File: config.mk
export PLATFORM = sky130hd
export DESIGN_NAME = rv32_alu_dispatch
export DESIGN_NICKNAME = d
export VERILOG_FILES = /design/src/rtl/rv32_alu_dispatch.sv
export SDC_FILE = /design/constraint.sdc
export NUM_CORES = 1
export LEC_CHECK = 0
export BUFFER_PORTS_ARGS = -buffer_cell sky130_fd_sc_hd__clkbuf_2
export CORE_ASPECT_RATIO = 0.5
export CORE_MARGIN = 2
export CORE_UTILIZATION = 37
export DETAILED_ROUTE_END_ITERATION = 8
export HOLD_SLACK_MARGIN = 0.05
export SYNTH_ARGS = -nofsm -noshare
export SYNTH_HDL_FRONTEND = slang
export SYNTH_SLANG_ARGS = --single-unit
File: constraint.sdc
create_clock -name clk_i -period 2.7 [get_ports clk_i]
set_clock_uncertainty 0.2 [all_clocks]
set_input_delay 0.54 -clock clk_i [delete_from_list [all_inputs] [get_ports clk_i]]
set_output_delay 0.54 -clock clk_i [all_outputs]
set_load 0.02 [all_outputs]
File: src/rtl/rv32_alu_dispatch.sv
// rtl/rv32_alu_dispatch.sv - EX register driving an external ALU, followed by an in-order writeback buffer
// The ALU itself is outside this block; results are captured into the FIFO when EX advances.
package rv32_alu_dispatch_pkg;
  typedef enum logic [3:0] {
    ALU_ADD  = 4'd0,
    ALU_SUB  = 4'd1,
    ALU_XOR  = 4'd2,
    ALU_OR   = 4'd3,
    ALU_AND  = 4'd4,
    ALU_SLL  = 4'd5,
    ALU_SRL  = 4'd6,
    ALU_SRA  = 4'd7,
    ALU_SLT  = 4'd8,
    ALU_SLTU = 4'd9
  } alu_op_e;

  typedef enum logic [1:0] {
    OP_A_REG_A  = 2'd0,
    OP_A_FWD    = 2'd1,
    OP_A_CURRPC = 2'd2,
    OP_A_IMM    = 2'd3
  } op_a_sel_e;

  typedef enum logic {
    OP_B_REG_B = 1'b0,
    OP_B_IMM   = 1'b1
  } op_b_sel_e;
endpackage

module rv32_alu_dispatch
  import rv32_alu_dispatch_pkg::*;
#(
  parameter int WbDepth  = 2,
  parameter int CntWidth = 16
) (
  input  logic                clk_i,
  input  logic                rst_ni,
  input  logic                flush_i,

  input  logic                in_valid_i,
  output logic                in_ready_o,
  input  alu_op_e             in_operator_i,
  input  op_a_sel_e           in_op_a_sel_i,
  input  op_b_sel_e           in_op_b_sel_i,
  input  logic [31:0]         in_rs1_data_i,
  input  logic [31:0]         in_rs2_data_i,
  input  logic [31:0]         in_pc_i,
  input  logic [31:0]         in_imm_i,
  input  logic [4:0]          in_rd_addr_i,

  output alu_op_e             alu_operator_o,
  output op_a_sel_e           alu_op_a_mux_sel_o,
  output op_b_sel_e           alu_op_b_mux_sel_o,
  output logic [31:0]         alu_rf_rdata_a_o,
  output logic [31:0]         alu_rf_rdata_b_o,
  output logic [31:0]         alu_pc_o,
  output logic [31:0]         alu_imm_o,
  input  logic [31:0]         alu_result_i,

  output logic                wb_valid_o,
  input  logic                wb_ready_i,
  output logic [4:0]          wb_rd_addr_o,
  output logic [31:0]         wb_result_o,
  output logic                wb_we_o,

  output logic [CntWidth-1:0] retired_cnt_o
);

  localparam int PtrW = (WbDepth > 1) ? $clog2(WbDepth) : 1;
  localparam int CntW = $clog2(WbDepth + 1);
  localparam logic [CntW-1:0] DepthC  = CntW'(WbDepth);
  localparam logic [PtrW-1:0] PtrLast = PtrW'(WbDepth - 1);

  logic            ex_valid;
  alu_op_e         ex_operator;
  op_a_sel_e       ex_a_sel;
  op_b_sel_e       ex_b_sel;
  logic [31:0]     ex_rs1;
  logic [31:0]     ex_rs2;
  logic [31:0]     ex_pc;
  logic [31:0]     ex_imm;
  logic [4:0]      ex_rd;

  logic [4:0]      fifo_rd  [WbDepth];
  logic [31:0]     fifo_res [WbDepth];
  logic            fifo_we  [WbDepth];
  logic [PtrW-1:0] wr_ptr;
  logic [PtrW-1:0] rd_ptr;
  logic [CntW-1:0] count;

  logic            wb_pop;
  logic            ex_advance;
  logic            issue_accept;
  logic            fifo_push;
  logic            fifo_pop;

  function automatic logic [PtrW-1:0] ptr_next(input logic [PtrW-1:0] p);
    return (p == PtrLast) ? '0 : p + 1'b1;
  endfunction

  assign wb_valid_o   = (count != '0);
  assign wb_pop       = wb_valid_o && wb_ready_i;
  // A full buffer can still take the EX result when its head leaves this same cycle.
  assign ex_advance   = ex_valid && ((count < DepthC) || wb_pop);
  assign in_ready_o   = (!ex_valid || ex_advance) && !flush_i;
  assign issue_accept = in_valid_i && in_ready_o;
  assign fifo_push    = ex_advance && !flush_i;
  assign fifo_pop     = wb_pop && !flush_i;

  assign alu_operator_o     = ex_operator;
  assign alu_op_a_mux_sel_o = ex_a_sel;
  assign alu_op_b_mux_sel_o = ex_b_sel;
  assign alu_rf_rdata_a_o   = ex_rs1;
  assign alu_rf_rdata_b_o   = ex_rs2;
  assign alu_pc_o           = ex_pc;
  assign alu_imm_o          = ex_imm;

  assign wb_rd_addr_o = fifo_rd[rd_ptr];
  assign wb_result_o  = fifo_res[rd_ptr];
  assign wb_we_o      = fifo_we[rd_ptr];

  always_ff @(posedge clk_i or negedge rst_ni) begin
    if (!rst_ni) begin
      ex_valid <= 1'b0;
    end else if (flush_i) begin
      ex_valid <= 1'b0;
    end else if (issue_accept) begin
      ex_valid <= 1'b1;
    end else if (ex_advance) begin
      ex_valid <= 1'b0;
    end
  end

  // Fields are only loaded on accept so an idle EX keeps its last contents.
  always_ff @(posedge clk_i or negedge rst_ni) begin
    if (!rst_ni) begin
      ex_operator <= ALU_ADD;
      ex_a_sel    <= OP_A_REG_A;
      ex_b_sel    <= OP_B_REG_B;
      ex_rs1      <= '0;
      ex_rs2      <= '0;
      ex_pc       <= '0;
      ex_imm      <= '0;
      ex_rd       <= '0;
    end else if (issue_accept) begin
      ex_operator <= in_operator_i;
      ex_a_sel    <= in_op_a_sel_i;
      ex_b_sel    <= in_op_b_sel_i;
      ex_rs1      <= in_rs1_data_i;
      ex_rs2      <= in_rs2_data_i;
      ex_pc       <= in_pc_i;
      ex_imm      <= in_imm_i;
      ex_rd       <= in_rd_addr_i;
    end
  end

  always_ff @(posedge clk_i or negedge rst_ni) begin
    if (!rst_ni) begin
      wr_ptr <= '0;
      rd_ptr <= '0;
      count  <= '0;
    end else if (flush_i) begin
      wr_ptr <= '0;
      rd_ptr <= '0;
      count  <= '0;
    end else begin
      if (fifo_push) begin
        wr_ptr <= ptr_next(wr_ptr);
      end
      if (fifo_pop) begin
        rd_ptr <= ptr_next(rd_ptr);
      end
      if (fifo_push && !fifo_pop) begin
        count <= count + 1'b1;
      end else if (!fifo_push && fifo_pop) begin
        count <= count - 1'b1;
      end
    end
  end

  always_ff @(posedge clk_i or negedge rst_ni) begin
    if (!rst_ni) begin
      for (int i = 0; i < WbDepth; i++) begin
        fifo_rd[i]  <= '0;
        fifo_res[i] <= '0;
        fifo_we[i]  <= 1'b0;
      end
    end else if (fifo_push) begin
      fifo_rd[wr_ptr]  <= ex_rd;
      fifo_res[wr_ptr] <= alu_result_i;
      fifo_we[wr_ptr]  <= (ex_rd != 5'd0);
    end
  end

  // A handshake completed during a flush cycle still counts as retired.
  always_ff @(posedge clk_i or negedge rst_ni) begin
    if (!rst_ni) begin
      retired_cnt_o <= '0;
    end else if (wb_pop) begin
      retired_cnt_o <= retired_cnt_o + 1'b1;
    end
  end

endmodule

=== Word level (Yosys, flattened, before mapping) ===
Index checks and enable logic that the tools add are counted.

* Flip-flop bits (word level): 237
* Bits of input ports: 177

* Add/subtract/negate cells: 5
* Mux-type cells: 30
* Bitwise gates (word level): 2
* $lt $le $gt $ge: 4
* Reductions and logical operators: 21

{| class="wikitable"
|+ Operator list
! operator !! number
|-
| 32-bit two-way mux || 4
|-
| 64-bit bitwise mux || 1
|-
| 32-bit demux with 1-bit select || 1
|-
| 5-bit two-way mux || 4
|-
| 16-bit by 1-bit adder with 16-bit output (second input constant) || 1
|-
| 1-bit two-way mux || 13
|-
| 10-bit bitwise mux || 1
|-
| 1-bit logical AND || 9
|-
| 2-bit two-way mux || 3
|-
| 2-bit nonzero test || 3
|-
| 3-bit nonzero test || 2
|-
| 5-bit demux with 1-bit select || 1
|-
| 5-bit nonzero test || 1
|-
| 2-bit >= comparator (second input constant) || 2
|-
| 1-bit logical NOT || 4
|-
| 1-bit NOT with 2-bit output || 2
|-
| 1-bit adder (second input constant) || 2
|-
| 2-bit by 1-bit adder with 2-bit output (second input constant) || 1
|-
| 2-bit bitwise mux || 1
|-
| 1-bit logical OR || 2
|-
| 2-bit by 1-bit less-than comparator with 1-bit output (second input constant) || 1
|-
| 2-bit less-than comparator (second input constant) || 1
|-
| 2-bit by 1-bit subtractor with 2-bit output (second input constant) || 1
|-
| 1-bit demux with 1-bit select || 1
|}

=== Longest topological paths before layout ===
Gate-level depths: netlist of the first run.

* Word-level depth: 10
* Mapped depth: 7
* Depth with buffers taken out: 5

=== Worst setup path before layout of the first run ===
No wires, ideal clock.

* Kind: register to output
* Start: reg rd_ptr
* End: out wb_result_o[12]
* Data arrival time: 1.342 ns
* Cell stages (with the launch flop): 4
* Buffers on the path: 2
* Data required time: 1.960 ns
* Setup slack: 0.618 ns
* Cell sequence: dfrtp_1 > clkbuf_1 > buf_2 > mux2_2

* Longest elaborated chain between the ends: 4

{| class="wikitable"
|+ Ends and longest elaborated chain
! what !! RTL line !! text
|-
| from (decl) || 88 || <nowiki>logic [PtrW-1:0] rd_ptr;</nowiki>
|-
| from (signal assigned) || 171 || <nowiki>rd_ptr <= ptr_next(rd_ptr);</nowiki>
|-
| 1-bit NOT with 2-bit output (implied by the code) || 119 || <nowiki>assign wb_result_o = fifo_res[rd_ptr];</nowiki>
|-
| 32-bit two-way mux (implied by the code) (3 in a row) || 119 ||
|-
| to (decl) || 63 || <nowiki>output logic [31:0] wb_result_o,</nowiki>
|}

Every way passes these cells. The select of a mux whose other input is x is not followed.

=== Worst setup path after layout of the first run ===
* Start: reg rd_ptr
* End: out wb_result_o[10]

The elaborated chain is that of the path after synthesis.

==> out/results.ini, run 1 <==
[status]
outcome=completed

[setup_path]
crit_path_top_delay_cell=mux2_2
required_ns=1.96
reg2reg_slack_ns=0.65
crit_path_start=rd_ptr
crit-reg2reg-capture=alu_operator_o[3]
critPathLaunchType=flop
crit_chain=buf_4, mux2_2, clkbuf_2
reg2reg_depth=5
endpoint_kind=primary output
arrival_ns=1.73
slowest_delay_ns=0.39
critPathMaxFanout=22
crit_type=flop to primary output
timing.rr.start=count[1]

[floorplanning]
die_h_um=119.2
die_w_um=234.4
fp.coreArea_um2=26280
ios=368
start_util_pct=37.38
rows=42
die-area_um2=27940

[job]
drv_cap=0

[synthesis]
async_reset_ff_share_pct=100.0
synth_cells=594
synthDistinctLibCells=31
synth_area_leader_cell=dfrtp_1
ys_seq_area_share_pct=60.38
synth_edf_count=0
synth_top_cells_by_area=dfrtp_1 (60%), mux2_2 (17%), mux2_4 (15%), buf_6 (1.3%), xnor2_1 (1.2%)
synth_nets=772
ys_seq_elements=237
yosys_warnings=0
synth_ff_type=dfrtp_1
synth_top_area_share_pct=60.38
syn-cell-area_um2=9822
postSynthAreaPerCell_um2=16.54

[cts]
clk_latency_ns=0.52
numCtsBuffers=24
cts.htree.levels=1
cts_tree=done
hold_buffers=150
cts.clk_slew.worst_paths_ns=0.07
cts_sinks=237
clockBufferDepth=3
cts_setup_buffers=0
clock-root-buffer=clkbuf_16
ctsResizeCount=0

[routing]
drt_iter0_markers=268
route.detailed.drc=0
wl_per_cell_um=17.14
vias=6812
routed_wl_um=25540
routed_via_density=4.572
drt_first_pass_iters=4
drtAntennaViolNets=0

[pwr]
leakagePower_uw=0.007210
powerDensity_nw_per_um2=741.2
total_power_uw=10680
peakVddDrop_uv=332.6

[min_path]
hold_class=input port to flop
hold_start=in_imm_i[23]
min_to=alu_imm_o[23]
min_path_cells=2

[final_layout]
multi_input_area_um2=3681
drive_gt1_share_pct=59.14
seqCellArea_um2=5932
design_area_um2=14400
finalNetCount=1298
syn2layout_area_growth_pct=46.65
n_antenna_cell=0
fillers=2167

[timing]
worstMarginPinSlew_ns=0.5878
max_freq_mhz=404.3
fin_crit_sh_pct=91.60
setup_viol_count_final=0
period_minus_slack_ns=2.473
rsz0062_at_grt=false
drv_slew=0
hold_viol_final=0
setup_tns_ns=0
maxSlewHeadroom_pct=60.81

[global_route]
grt_pass1_vias=7625
grt_antenna_before_repair=0
grt_pass1_wl_um=40860
grt_use_total_pct=18.40
grt_max_degree=77
grt_overflow=0

[placed_design]
gp_congestion=0.8708
hpwl_um=16780
portBuffers=367
place_area_um2=12090

cell usage after synthesis, types with 2 or more instances:
| master | n |
|---|---|
| a21oi_1 | 2 |
| and3_1 | 3 |
| buf_2 | 12 |
| buf_4 | 2 |
| buf_6 | 11 |
| clkbuf_1 | 3 |
| dfrtp_1 | 237 |
| inv_1 | 2 |
| mux2_2 | 152 |
| mux2_4 | 100 |
| nand2_1 | 17 |
| nand2b_1 | 3 |
| nand3_1 | 2 |
| nand4_1 | 4 |
| nor2_1 | 9 |
| nor3_1 | 3 |
| o21ai_0 | 3 |
| xnor2_1 | 13 |
| xor2_1 | 4 |
registers in the layout, indices dropped and copies added (netlist names), 2 cells and up:
signal,cells
alu_imm_o,32
alu_op_a_mux_sel_o,2
alu_operator_o,4
alu_pc_o,32
alu_rf_rdata_a_o,32
alu_rf_rdata_b_o,32
count,2
ex_rd,5
fifo_rd,10
fifo_res,64
fifo_we,2
retired_cnt_o,16
placed cells by master, fill, tap and decap left out, types with 2 or more instances in the layout:
cell / n
nand4_1: 4
clkbuf_2: 366
mux2_2: 152
dfrtp_1: 236
xnor2_1: 13
nand2b_1: 3
and3_1: 3
dlygate4sd3_1: 150
clkbuf_8: 5
clkbuf_1: 6
bufinv_16: 2
nand3_1: 2
a21oi_1: 2
nor3_1: 3
clkinvlp_4: 2
nor2_1: 9
clkbuf_16: 25
xor2_1: 4
buf_12: 8
buf_4: 3
inv_1: 2
nand2_1: 16
o21ai_0: 3
mux2_4: 100
clkinv_2: 4
per-stage QoR:
step,hold WS [ns],setup slack [ns],cells,utilization [%]
detailed placement,0.2757,0.4600,1296,46.01
global route,0.05647,0.1306,1490,54.82
finish,0.07815,0.2267,1490,54.82
global placement,0.2570,0.4828,1296,46.01
CTS,0.05016,0.1649,1490,54.82
floorplan,0.04441,0.6177,594,-
where the power goes:
group	leakage, uW	total [uW]	internal, uW	switching, uW
combinational	0.00397	2670	1330	1340
sequential	0.00285	4570	4200	372
clock	0.000395	3430	2030	1400
total	0.00721	10700	7560	3120
layout make-up:
cell class | count | share of cell area, %
clock buffer | 36 | 4.977
tap | 352 | 3.058
sequential | 237 | 41.18
clock inverter | 8 | 0.6602
multi-input combinational | 327 | 25.56
inverter | 2 | 0.05212
timing repair buffer | 528 | 24.51
cell families after synthesis:
group | Yosys count | share of synthesized area [%]
DFF | 237 | 60.38
and+or+nand+nor | 49 | 2.535
buffers and inverters | 30 | 2.217
muxes | 252 | 32.71
xor gates and xnor gates | 17 | 1.516
adders and majority gates | 1 | 0.1274
AOI/OAI and AO/OA | 8 | 0.5096
critical path: cells and delay by family, from the launching register on:
kind                   cells  cell delay (ns)
flip-flops                 1             0.35
multiplexers               1             0.39
buffers and inverters      2             0.47
how the worst max path moves through the flow:
stage / end / cells past startpoint
3_5_place_dp: alu_pc_o[29] / 6
2_1_floorplan: wb_result_o[12] / 3
6_report: wb_result_o[10] / 3
3_3_place_gp: alu_rf_rdata_b_o[14] / 6
4_1_cts: wb_result_o[10] / 3
5_1_grt: wb_result_o[18] / 3
routing by layer:
layer	GRT usage [%]	share of wire [%]	routed length, um
met4	5.346	2.9	743
met1	22.22	40	10290
met5	0	0	0
met3	3.329	3.4	857
met2	33.44	53	13650
Power figures use the tool's default switching activity.
==> run 2: changes to the inputs <==
--- a/config.mk
+++ b/config.mk
@@ -6,11 +6,13 @@
 export NUM_CORES = 1
 export LEC_CHECK = 0
 export BUFFER_PORTS_ARGS = -buffer_cell sky130_fd_sc_hd__clkbuf_2
+export CAP_MARGIN = 5
 export CORE_ASPECT_RATIO = 0.5
 export CORE_MARGIN = 2
 export CORE_UTILIZATION = 37
 export DETAILED_ROUTE_END_ITERATION = 8
 export HOLD_SLACK_MARGIN = 0.05
+export RECOVER_POWER = 50
 export SYNTH_ARGS = -nofsm -noshare
 export SYNTH_HDL_FRONTEND = slang
 export SYNTH_SLANG_ARGS = --single-unit
==> out/results.ini, run 2 (synthesis gave the netlist of run 1 again) <==
[setup_path]
critical_path.top_delay_family=buffers and inverters  ; unchanged
reg2reg_depth=4  ; was 5
slowest_delay_ns=0.39  ; about the same
required_ns=1.96  ; about the same
cp_num_buf_inv=2  ; unchanged
crit_chain=buf_4, mux2_2, clkbuf_2  ; unchanged
critPathLaunchType=flop  ; unchanged
arrival_ns=1.73  ; about the same
crit_type=flop to primary output  ; unchanged
reg2reg_slack_ns=0.24  ; was 0.65 ns
cp.depth=3  ; unchanged
crit_path_top_delay_cell=mux2_2  ; unchanged
endpoint_kind=primary output  ; unchanged
critPathMaxFanout=22  ; unchanged

[cts]
cts_setup_buffers=0  ; unchanged
clockBufferDepth=3  ; unchanged
numCtsBuffers=24  ; unchanged
ctsResizeCount=0  ; unchanged
cts.htree.levels=1  ; unchanged
cts.clk_slew.worst_paths_ns=0.06  ; was 0.07 ns
clk_latency_ns=0.52  ; about the same
cts_tree=done  ; unchanged
clock-root-buffer=clkbuf_16  ; unchanged
cts_sinks=237  ; unchanged

[job]
drv_cap=0  ; unchanged

[final_layout]
syn2layout_area_growth_pct=45.22  ; was 46.65%
largest_register_ff_count=64  ; unchanged
final_util_pct=54.29  ; was 54.82%
n_antenna_cell=0  ; unchanged
finalNetCount=1298  ; unchanged
multi_input_area_um2=3681  ; unchanged
seqCellArea_um2=5932  ; unchanged
drive_gt1_share_pct=53.87  ; was 59.14%
mostFrequentLayoutCell=clkbuf_2  ; unchanged
design_area_um2=14260  ; was 14400 um^2
final_cell_mix=clkbuf_2 (309), dfrtp_1 (236), mux2_2 (152)  ; was clkbuf_2 (366), dfrtp_1 (236), mux2_2 (152)
top_register=fifo_res  ; unchanged
fillers=2209  ; was 2167

[floorplanning]
start_util_pct=37.38  ; unchanged
die-area_um2=27940  ; unchanged
fp.coreArea_um2=26280  ; unchanged
ios=368  ; unchanged
die_h_um=119.2  ; unchanged
die_w_um=234.4  ; unchanged
rows=42  ; unchanged

[timing]
setup_viol_count_final=0  ; unchanged
hold_viol_final=0  ; unchanged
fin_crit_sh_pct=91.66  ; was 91.60%
drv_slew=0  ; unchanged
period_minus_slack_ns=2.475  ; was 2.473 ns
maxSlewHeadroom_pct=25.25  ; was 60.81%
timing.final.ws_setup_ns=0.2252  ; was 0.2267 ns
max_freq_mhz=404.1  ; was 404.3 MHz
worstMarginPinSlew_ns=1.121  ; was 0.5878 ns
setup_tns_ns=0  ; unchanged
rsz0062_at_grt=false  ; unchanged

[routing]
drt_iter0_markers=225  ; was 268
route.detailed.drc=0  ; unchanged
vias=6788  ; was 6812
routed_via_density=4.556  ; was 4.572
drt_first_pass_iters=4  ; unchanged
wl_per_cell_um=17.14  ; about the same
routed_wl_um=25550  ; was 25540 um
drtAntennaViolNets=0  ; unchanged

[pwr]
powerDensity_nw_per_um2=745.0  ; was 741.2 nW/um^2
peakVddDrop_uv=332.5  ; was 332.6 uV
leakagePower_uw=0.007007  ; was 0.007210 uW

[global_route]
grt_max_degree=77  ; unchanged
grt_antenna_before_repair=0  ; unchanged
grt_use_total_pct=18.40  ; unchanged
grt_pass1_vias=7625  ; unchanged
grt_pass1_wl_um=40860  ; unchanged
grt_overflow=0  ; unchanged

[min_path]
hold_class=input port to flop  ; unchanged
min_path_cells=2  ; unchanged

[placed_design]
hpwl_um=16780  ; unchanged
place_ws_ns=0.4600  ; unchanged
gp_congestion=0.8708  ; unchanged
portBuffers=367  ; unchanged
place_area_um2=12090  ; unchanged

[status]
outcome=completed  ; unchanged

==> run 2: metrics by stage <==
step	cells	hold WS (ns)	total power [uW]
5_1_grt	1490	0.05647	11170
6_report	1490	0.07962	10630
4_1_cts	1490	0.05016	10800
3_5_place_dp	1296	0.2757	7136
3_3_place_gp	1296	0.2570	7053
2_1_floorplan	594	0.04441	6177
==> run 2: cell type report <==
type / instances / area share [%]
tap: 352 / 3.088
sequential: 237 / 41.59
timing repair buffer: 528 / 23.77
clock buffer: 36 / 5.026
multi-input combinational: 327 / 25.81
clock inverter: 8 / 0.6667
inverter: 2 / 0.05263
==> run 2: repair_timing <==
action	CTS	global route
hold buffers	150	0
endpoints found under the setup margin	0	0
endpoints found under the hold margin	237	0
==> run 2: power breakdown <==
group	internal, uW	switching, uW
Clock	2030	1400
Sequential	4200	370
Combinational	1290	1340
Total	7520	3110
==> run 2: final timing paths <==
kind | from | to
worst max-delay path | rd_ptr | wb_result_o[10]
worst max register to register | count[1] | fifo_res[47]
worst min-delay path | in_pc_i[13] | alu_pc_o[13]
min in group asynchronous | rst_ni | alu_op_a_mux_sel_o[0]
max in group asynchronous | rst_ni | alu_imm_o[11]
worst min register to register | retired_cnt_o[15] | retired_cnt_o[15]
==> run 2: worst register-to-register path, stage by stage (launching register included) <==
cell	delay (ns)
dfrtp_1	0.47
nand2b_1	0.15
and4bb_2	0.22
clkbuf_2	0.82
mux2_2	0.48
==> run 2: layer usage <==
metal	wire (um)	vias up	GRT usage [%]
met1	10240	3467	22.22
met5	0	-	0
li1	-	3141	-
met2	13740	128	33.44
met4	726	0	5.346
met3	837	52	3.329
==> run 3: changes to the inputs <==
--- a/config.mk
+++ b/config.mk
@@ -13,6 +13,7 @@
 export DETAILED_ROUTE_END_ITERATION = 8
 export HOLD_SLACK_MARGIN = 0.05
 export RECOVER_POWER = 50
+export SLEW_MARGIN = 20
 export SYNTH_ARGS = -nofsm -noshare
 export SYNTH_HDL_FRONTEND = slang
 export SYNTH_SLANG_ARGS = --single-unit
==> constraint.sdc (replaced) <==
create_clock -name clk_i -period 2.3 [get_ports clk_i]
set_clock_uncertainty 0.2 [all_clocks]
set_input_delay 0.46 -clock clk_i [delete_from_list [all_inputs] [get_ports clk_i]]
set_output_delay 0.46 -clock clk_i [all_outputs]
set_load 0.02 [all_outputs]
==> out/results.ini, run 3 (synthesis gave the netlist of run 1 again) <==
[status]
outcome=completed  ; unchanged

[timing]
hold_viol_final=0  ; unchanged
whs_ns=0.1984  ; was 0.07962 ns
rsz0062_at_grt=true  ; was false
max_freq_mhz=437.1
drv_slew=0  ; unchanged
period_minus_slack_ns=2.288
timing.final.ws_setup_ns=0.01235  ; was 0.2252 ns
maxSlewHeadroom_pct=15.88  ; was 25.25%
fin_crit_sh_pct=99.46
setup_tns_ns=0  ; unchanged
setup_viol_count_final=0  ; unchanged
worstMarginPinSlew_ns=1.262  ; was 1.121 ns

[global_route]
grt_pass1_vias=7611  ; was 7625
grt_use_total_pct=18.30  ; was 18.40%
grt_max_degree=54  ; was 77
grt_pass1_wl_um=40720  ; was 40860 um
grt_overflow=0  ; unchanged
grt_antenna_before_repair=2  ; was 0

[setup_path]
critPathMaxFanout=21  ; was 22
arrival_ns=1.63  ; was 1.73 ns
crit_type=flop to primary output  ; unchanged
endpoint_kind=primary output  ; unchanged
critPathLaunchType=flop  ; unchanged
required_ns=1.64  ; was 1.96 ns

[cts]
clk_latency_ns=0.50  ; was 0.52 ns
clock-root-buffer=clkbuf_16  ; unchanged
cts_sinks=237  ; unchanged
cts_tree=done  ; unchanged
cts_setup_buffers=0  ; unchanged
numCtsBuffers=23  ; was 24
cts.clk_slew.worst_paths_ns=0.07  ; was 0.06 ns
clockBufferDepth=3  ; unchanged
cts.htree.levels=1  ; unchanged

[routing]
dr.max_layer_used=met4  ; unchanged
wl_met2_um=13630  ; was 13740 um
routed_via_density=4.525  ; was 4.556
wl_met3_um=774  ; was 837 um
routed_wl_um=25660  ; was 25550 um
drt_first_pass_iters=4  ; unchanged
vias=6874  ; was 6788
drt_iter0_markers=278  ; was 225
drtAntennaViolNets=0  ; unchanged
wl_per_cell_um=16.89  ; was 17.14 um
drt-met1-wl_um=10550  ; was 10240 um
route.detailed.drc=0  ; unchanged

[pwr]
switching_share_pct=29.75  ; was 29.26%
leakagePower_uw=0.007205  ; was 0.007007 uW
p_clk_share_pct=30.2  ; was 32.2%
switching_power_uw=3646  ; was 3109 uW
peakVddDrop_uv=408.8  ; was 332.5 uV
seqPwrFrac_pct=43.8  ; was 43.0%
p_comb_share_pct=26.0  ; was 24.7%
powerDensity_nw_per_um2=839.7  ; was 745.0 nW/um^2
p_int_uw=8610  ; was 7518 uW

[floorplanning]
ios=368  ; unchanged
die_h_um=119.2  ; unchanged
fp.coreArea_um2=26280  ; unchanged
rows=42  ; unchanged
die_w_um=234.4  ; unchanged
die-area_um2=27940  ; unchanged
start_util_pct=37.38  ; unchanged

[placed_design]
gp_congestion=0.8522  ; was 0.8708
portBuffers=367  ; unchanged
place_ws_ns=0.1861  ; was 0.4600 ns
hpwl_um=16880  ; was 16780 um

[final_layout]
top_register=fifo_res  ; unchanged
final_cell_mix=clkbuf_2 (308), dfrtp_1 (236), dlygate4sd3_1 (176)  ; was clkbuf_2 (309), dfrtp_1 (236), mux2_2 (152)
largest_register_ff_count=64  ; unchanged
fillers=2171  ; was 2209
drive_gt1_share_pct=55.19  ; was 53.87%
multi_input_area_um2=3677  ; was 3681 um^2
finalNetCount=1327  ; was 1298
syn2layout_area_growth_pct=48.60  ; was 45.22%
mostFrequentLayoutCell=clkbuf_2  ; unchanged
seqCellArea_um2=5932  ; unchanged

[min_path]
hold_class=input port to flop  ; unchanged

[job]
drv_cap=0  ; unchanged

[run 3: cell types whose count changed in the layout (fill, tap and decap cells not counted), moves of 2 or more]
| cell | delta |
|---|---|
| buf_12 | +3 |
| buf_2 | +15 |
| buf_4 | +10 |
| buf_6 | +3 |
| bufinv_16 | -2 |
| clkbuf_1 | -30 |
| clkbuf_16 | -2 |
| clkbuf_8 | +3 |
| clkinv_2 | +2 |
| diode_2 | +2 |
| dlygate4sd3_1 | +26 |
[run 3: per-layer routing]
layer / GRT usage, % / up-vias
met5: 0 / -
met4: 5.307 / 0
met3: 3.161 / 54
met2: 33.17 / 122
met1: 22.28 / 3492
li1: - / 3206
[run 3: path summary, 6_finish.rpt]
check | startpoint | endpoint | slack [ns] | cells past startpoint
max in group asynchronous | rst_ni | fifo_res[52] | 0.32 | 3
min reg2reg | fifo_we[0] | fifo_we[0] | 0.28 | 2
max | rd_ptr | wb_result_o[6] | 0.01 | 3
min in group asynchronous | rst_ni | alu_pc_o[26] | 0.56 | 2
max reg2reg | count[1] | fifo_res[49] | 0.15 | 4
min | wb_ready_i | count[1] | 0.20 | 4
[run 3: timing repair]
item                                    CTS  global route
endpoints found under the setup margin   18            39
hold endpoints to repair                367             0
hold buffers                            176             0
resized for setup                         5            39
[run 3: critical path: stages (launching register included)]
cell     delay, ns
dfrtp_2       0.41
buf_12        0.19
mux2_2        0.36
buf_4         0.16
[run 3: per-stage QoR]
stage	instance area, um^2	std cells	power, uW	utilization (%)
after detailed placement	12160	1300	8391	46.27
after global routing	14600	1519	12880	55.55
after global placement	12160	1300	8300	46.27
after CTS	14680	1517	12430	55.85
final	14600	1519	12260	55.55
after floorplan	9822	594	7251	-
[run 3: layout make-up]
type	count	area share, %
diodes	2	0.03429
clock buffers	32	4.655
clock inverters	9	0.3772
inverters	2	0.05144
multi-input cells	327	25.20
flip-flops and latches	237	40.64
well taps	352	3.018
repair buffers	558	26.03
[run 3: power by group through the flow]
stage	clock network, uW	logic (uW)	registers (uW)
after floorplan	0	1430	5820
after global placement	0	2910	5390
after CTS	3840	3220	5370
final	3700	3180	5370
after detailed placement	0	2960	5430
after global routing	4010	3380	5480
